==> src/rtl/poly_tone_gen.sv <==
// rtl/poly_tone_gen.sv - polyphonic tone generator with per-voice envelopes and a serial mixer
module poly_tone_gen #(
   parameter int NUM_VOICES   = 8,
   parameter int CLK_HZ       = 50000000,
   parameter int SAMPLE_HZ    = 48000,
   parameter int OUT_W        = 16,
   parameter int ATTACK_STEP  = 16,
   parameter int RELEASE_STEP = 4
) (
   input  logic                    clk,
   input  logic                    reset,
   input  logic [NUM_VOICES-1:0]   btn,
   input  logic                    wave_sel,
   input  logic [2:0]              vol_shift,
   input  logic                    mute,
   output logic signed [OUT_W-1:0] pcm_out,
   output logic                    sample_valid
);

   localparam int DIV   = CLK_HZ / SAMPLE_HZ;
   localparam int CW    = (DIV > 1) ? $clog2(DIV) : 1;
   localparam int VW    = (NUM_VOICES > 1) ? $clog2(NUM_VOICES) : 1;
   localparam int ACC_W = 16 + $clog2(NUM_VOICES) + 1;
   localparam int SW    = ACC_W + 8;
   localparam int LSH   = (OUT_W >= 16) ? OUT_W - 16 : 0;
   localparam int RSH   = (OUT_W < 16) ? 16 - OUT_W : 0;
   localparam logic signed [SW-1:0] SAT_MAX = SW'((1 << (OUT_W - 1)) - 1);
   localparam logic signed [SW-1:0] SAT_MIN = ~SAT_MAX;

   // The mix needs NUM_VOICES+2 cycles plus margin inside one sample period.
   if (DIV < NUM_VOICES + 4) begin : g_div_check
      $error("poly_tone_gen: CLK_HZ/SAMPLE_HZ too small for NUM_VOICES");
   end
   if (NUM_VOICES < 1 || NUM_VOICES > 16 || OUT_W < 12 || OUT_W > 24) begin : g_param_check
      $error("poly_tone_gen: NUM_VOICES or OUT_W out of range");
   end

   typedef enum logic [1:0] {IDLE, ATTACK, SUSTAIN, RELEASE} vstate_t;

   // Semitone steps above A4, stored for 48 kHz and rescaled for other sample rates.
   function automatic logic [23:0] inc_of(input int v);
      logic [63:0] base;
      case (v)
         0:  base = 64'd153791;  1:  base = 64'd162936;  2:  base = 64'd172625;  3:  base = 64'd182890;
         4:  base = 64'd193765;  5:  base = 64'd205287;  6:  base = 64'd217494;  7:  base = 64'd230426;
         8:  base = 64'd244128;  9:  base = 64'd258645;  10: base = 64'd274025;  11: base = 64'd290319;
         12: base = 64'd307582;  13: base = 64'd325872;  14: base = 64'd345249;  default: base = 64'd365779;
      endcase
      return 24'((base * 64'd48000 + 64'(SAMPLE_HZ / 2)) / 64'(SAMPLE_HZ));
   endfunction

   function automatic logic [7:0] amp_up(input logic [7:0] a);
      int s;
      s = int'(a) + ATTACK_STEP;
      return (s > 255) ? 8'd255 : s[7:0];
   endfunction

   function automatic logic [7:0] amp_dn(input logic [7:0] a);
      int s;
      s = int'(a) - RELEASE_STEP;
      return (s < 0) ? 8'd0 : s[7:0];
   endfunction

   logic [CW-1:0]    div_cnt;
   logic             tick;
   logic             wave_s, mute_s;
   logic [2:0]       vol_s;
   vstate_t          state_q [NUM_VOICES];
   vstate_t          state_d [NUM_VOICES];
   logic [7:0]       amp_q   [NUM_VOICES];
   logic [7:0]       amp_d   [NUM_VOICES];
   logic [23:0]      phase_q [NUM_VOICES];
   logic [23:0]      phase_d [NUM_VOICES];
   logic             busy, done;
   logic [VW-1:0]    vidx;
   logic signed [ACC_W-1:0] acc_q;
   logic [7:0]       cur_top, cur_amp;
   logic signed [7:0]  cur_w;
   logic signed [15:0] cur_vs;
   logic signed [SW-1:0] ext, scaled;
   logic [OUT_W-1:0] sat_val;

   // Sample-rate divider; tick is high for one cycle every DIV cycles.
   always_ff @(posedge clk) begin
      if (reset) begin
         div_cnt <= '0;
         tick    <= 1'b0;
      end else begin
         tick    <= (div_cnt == CW'(DIV - 1));
         div_cnt <= (div_cnt == CW'(DIV - 1)) ? '0 : div_cnt + CW'(1);
      end
   end

   // Per-voice envelope next-state; only committed on the tick edge.
   always_comb begin
      for (int v = 0; v < NUM_VOICES; v++) begin
         state_d[v] = state_q[v];
         amp_d[v]   = amp_q[v];
         phase_d[v] = phase_q[v] + inc_of(v);
         case (state_q[v])
            IDLE: begin
               phase_d[v] = phase_q[v];
               amp_d[v]   = 8'd0;
               if (btn[v]) begin
                  phase_d[v] = 24'd0;
                  amp_d[v]   = amp_up(8'd0);
                  state_d[v] = (amp_up(8'd0) == 8'd255) ? SUSTAIN : ATTACK;
               end
            end
            ATTACK, RELEASE: begin
               if (btn[v]) begin
                  amp_d[v]   = amp_up(amp_q[v]);
                  state_d[v] = (amp_up(amp_q[v]) == 8'd255) ? SUSTAIN : ATTACK;
               end else begin
                  amp_d[v]   = amp_dn(amp_q[v]);
                  state_d[v] = (amp_dn(amp_q[v]) == 8'd0) ? IDLE : RELEASE;
               end
            end
            default: begin
               amp_d[v] = 8'd255;
               if (!btn[v]) begin
                  amp_d[v]   = amp_dn(8'd255);
                  state_d[v] = (amp_dn(8'd255) == 8'd0) ? IDLE : RELEASE;
               end
            end
         endcase
      end
   end

   // Voice state registers and per-sample control snapshot.
   always_ff @(posedge clk) begin
      if (reset) begin
         for (int v = 0; v < NUM_VOICES; v++) begin
            state_q[v] <= IDLE;
            amp_q[v]   <= 8'd0;
            phase_q[v] <= 24'd0;
         end
         wave_s <= 1'b0;
         vol_s  <= 3'd0;
         mute_s <= 1'b0;
      end else if (tick) begin
         for (int v = 0; v < NUM_VOICES; v++) begin
            state_q[v] <= state_d[v];
            amp_q[v]   <= amp_d[v];
            phase_q[v] <= phase_d[v];
         end
         wave_s <= wave_sel;
         vol_s  <= vol_shift;
         mute_s <= mute;
      end
   end

   // Sample of the voice currently selected by the mixer.
   always_comb begin
      cur_top = phase_q[vidx][23:16];
      cur_amp = amp_q[vidx];
      if (wave_s) cur_w = $signed(cur_top);
      else        cur_w = cur_top[7] ? -8'sd127 : 8'sd127;
      cur_vs = $signed({{8{cur_w[7]}}, cur_w}) * $signed({8'd0, cur_amp});
      if (state_q[vidx] == IDLE) cur_vs = 16'sd0;
   end

   // Serial mixer: one voice per cycle after each tick.
   always_ff @(posedge clk) begin
      if (reset) begin
         busy  <= 1'b0;
         done  <= 1'b0;
         vidx  <= '0;
         acc_q <= '0;
      end else begin
         done <= 1'b0;
         if (tick) begin
            busy  <= 1'b1;
            vidx  <= '0;
            acc_q <= '0;
         end else if (busy) begin
            acc_q <= acc_q + $signed({{(ACC_W-16){cur_vs[15]}}, cur_vs});
            if (vidx == VW'(NUM_VOICES - 1)) begin
               busy <= 1'b0;
               done <= 1'b1;
            end else begin
               vidx <= vidx + VW'(1);
            end
         end
      end
   end

   // Attenuate, align to OUT_W and clip the finished mix.
   always_comb begin
      ext    = $signed({{8{acc_q[ACC_W-1]}}, acc_q}) >>> vol_s;
      scaled = (ext <<< LSH) >>> RSH;
      if (scaled > SAT_MAX)      sat_val = SAT_MAX[OUT_W-1:0];
      else if (scaled < SAT_MIN) sat_val = SAT_MIN[OUT_W-1:0];
      else                       sat_val = scaled[OUT_W-1:0];
   end

   // Output register; holds between samples.
   always_ff @(posedge clk) begin
      if (reset) begin
         pcm_out      <= '0;
         sample_valid <= 1'b0;
      end else begin
         sample_valid <= done;
         if (done) pcm_out <= mute_s ? '0 : sat_val;
      end
   end

endmodule
==> config.mk <==
export PLATFORM = sky130hd
export DESIGN_NAME = poly_tone_gen
export DESIGN_NICKNAME = d
export VERILOG_FILES = /design/src/rtl/poly_tone_gen.sv
export SDC_FILE = /design/constraint.sdc
export NUM_CORES = 1
export LEC_CHECK = 0
export BUFFER_PORTS_ARGS = -buffer_cell sky130_fd_sc_hd__buf_4
export CAP_MARGIN = 20
export CORE_MARGIN = 5
export CORE_UTILIZATION = 54
export DETAILED_ROUTE_END_ITERATION = 16
export PLACE_DENSITY = 0.73
export SKIP_CTS_REPAIR_TIMING = 1
export SLEW_MARGIN = 40
export SYNTH_ARGS = -nofsm -noshare
export SYNTH_HDL_FRONTEND = slang
export SYNTH_SLANG_ARGS = --single-unit
export TNS_END_PERCENT = 20
==> constraint.sdc <==
create_clock -name clk -period 7.65 [get_ports clk]
set_clock_uncertainty 0.2 [all_clocks]
set_input_delay 1.53 -clock clk [delete_from_list [all_inputs] [get_ports clk]]
set_output_delay 1.53 -clock clk [all_outputs]
set_load 0.005 [all_outputs]
==> impl_metrics.csv <==
group,metric,value,unit
run_status,status,"finished, final reports clean",
power,power.total,4720,uW
worst_hold_path,worstHoldPathType,"flop to flop",
setup_path,rrSetupSlack,280,ps
clock_network,htreeDepth,2,
global_route,grt_start_max_net_pins,51,
sta,period_needed,7370,ps
setup_path,endpoint_kind,"flop",
place,dp_hpwl,37100,microns
setup_path,cp_max_fo,7,
power,p_leak,0.00955,uW
clock_network,cts.clk_slew.worst_paths,60,ps
synthesis,syn_avg_cell_area,9.53,sq um
clock_network,root_buffer,"clkbuf_16",
drt,viasPerCell,5.96,
floorplan,die_w,215,microns
synthesis,synth-seq-cells,328,
layout,num-fill-cells,3422,
setup_path,start_kind,"flop",
sta,hold_violations,0,
global_route,antenna_found_initial,1,
power,ir_worst_vdd,0.000211,V
synthesis,synth_common_cells,"348 x nor2_1, 266 x edfxtp_1, 177 x a21oi_1",
setup_path,cp.arrival,7590,ps
clock_network,cts.sinks,328,
flow_run,maxCapViolCount,0,
power,powerDensity,189,nW/um^2
layout,nets,2559,
synthesis,ys_seq_area_share,40.6,%
sta,worst-slew-pin-transition,769,ps
synthesis,ys_async_sr_fraction,0,%
synthesis,synth_cells,2385,
drt,first_pass_iters,5,
synthesis,yosysMostFrequentCell,"nor2_1",
synthesis,synth_area_leaders,"edfxtp_1 35%, ha_1 6.1%, nor2_1 5.7%, dfxtp_1 5.5%, xor2_1 3.9%",
floorplan,ioPinCount,32,
drt,final_antenna_net_count,0,
drt,wirelength,52500,microns
clock_network,cts_tree,"done",
global_route,grt_pass1_wl,87100,microns
sta,period_share,96.4,%
clock_network,cts_inserted_buffers,38,
floorplan,initial_core_util,54.4,%
drt,routed-via-count,17622,
setup_path,worstPathRequired,7870,ps
floorplan,coreArea,41800,sq um
synthesis,synth_flop_cell,"edfxtp_1",
layout,syn_to_final_growth,9.73,%
layout,postLayoutCoreUtil,59.7,%
sta,relSlewSlack,48.4,%
sta,final-max-slew-violation-count,0,
synthesis,yosysTopAreaCellShare,35.1,%
setup_path,critPathKind,"flop to flop",
sta,fmax,0.136,GHz
synthesis,synth_edf_count,266,
sta,finalWorstSetupSlack,278,ps
place,portBuffers,31,
global_route,grt.overflow.total,0,
synthesis,netlist_area,22700,sq um
sta,fin_tns_setup,0,ps
layout,drive_gt1_share,10.0,%
drt,wl_per_cell,17.7,microns
clock_network,worstSkewPairLatency,570,ps
synthesis,ys_warn_count,0,
layout,antenna_cells,0,
floorplan,rows,75,
floorplan,die-area,46300,sq um
synthesis,synth_area_leader_cell,"edfxtp_1",
place,place_ws,141,ps
global_route,grt_pass1_vias,17062,
clock_network,cts_max_path_buffers,3,
place,place_congestion,0.940,
global_route,track_usage,22.3,%
floorplan,die_y,215,microns
drt,post-route-drc-count,0,
drt,drtIter0Drc,1409,
synthesis,synth.distinct_cells,75,
sta,setup_viol_count_final,0,
synthesis,syn_nets,2548,
## final timing paths
kind	start	to	depth (start not counted)
setup reg to reg	flop	acc_q[18]	26
setup / recovery	flop	acc_q[18]	26
hold / removal	div_cnt[0]	div_cnt[0]	1
hold reg to reg	div_cnt[0]	div_cnt[0]	1
## cell usage in the layout (no fill, tap or decap), drive strengths merged, types with 65 or more instances in the layout
| master | instances |
|---|---|
| a21oi | 177 |
| mux2i | 77 |
| xnor2 | 89 |
| o21ai | 132 |
| inv | 138 |
| xor2 | 102 |
| buf | 78 |
| nand3 | 65 |
| edfxtp | 266 |
| nand2 | 133 |
| ha | 110 |
| nor2 | 349 |
## report_power, final
group          switching [uW]  internal [uW]  total [uW]
sequential               97.5           2010        2100
combinational             457            346         803
clock                     753           1060        1810
## cells by family (layout without fill, tap and decap cells)
family / count (synthesis) / in the layout / share of synthesized area [%]
simple gates: 860 / 860 / 18.1
fa+ha+maj: 149 / 149 / 9.45
xor+xnor: 191 / 191 / 7.36
mux: 118 / 118 / 7.41
flops: 328 / 328 / 40.6
buf+inv: 245 / 280 / 4.13
compound gates: 494 / 494 / 12.9
## through the flow
step / cells / hold slack (ps) / instance area, sq um
6_report: 2959 / 276 / 24900
5_1_grt: 2959 / 331 / 24900
4_1_cts: 2955 / 280 / 24800
3_5_place_dp: 2891 / 266 / 23600
3_3_place_gp: 2891 / 259 / 23600
2_1_floorplan: 2385 / 241 / 22700
## flip-flops by register name, summed over array words and instances (netlist names), named ones only
name	cells
done	1
vidx	3
sample_valid	1
state_q	16
tick	1
vol_s	3
mute_s	1
pcm_out	16
acc_q	20
amp_q	64
wave_s	1
div_cnt	11
phase_q	186
busy	1
## per-layer routing
layer,vias to the layer above,share of wire (%),track usage (%)
met1,8592,45,30.6
met5,-,0.025,0
met3,82,4.9,3.60
met2,434,48,37.4
li1,8512,-,-
met4,2,2.0,5.42
## cell type report
class | count | area, sq um | share of cell area, %
sequential | 328 | 9240 | 37.0
clock buffer | 52 | 1080 | 4.35
inverter | 137 | 517 | 2.07
multi-input combinational | 1812 | 12700 | 50.7
clock inverter | 12 | 133 | 0.532
tap | 539 | 674 | 2.70
timing repair buffer | 79 | 636 | 2.55
## worst max-delay path, stage by stage (launching register included)
cell	delay [ps]
dfxtp_4	400
buf_4	200
mux4_2	530
mux2i_1	280
a21o_1	290
buf_4	150
buf_4	110
nor2_1	50
fa_1	520
fa_1	440
fa_1	540
inv_1	50
fa_1	530
inv_1	40
ha_1	220
nor4_1	280
o21ai_1	160
a41o_1	300
xnor2_1	140
nor2_1	60
ha_1	330
or2_2	280
a21oi_1	290
a21oi_2	90
or4_4	540
a21oi_2	150
nor3b_2	50
No activity file was read; power rests on OpenSTA's default activity.
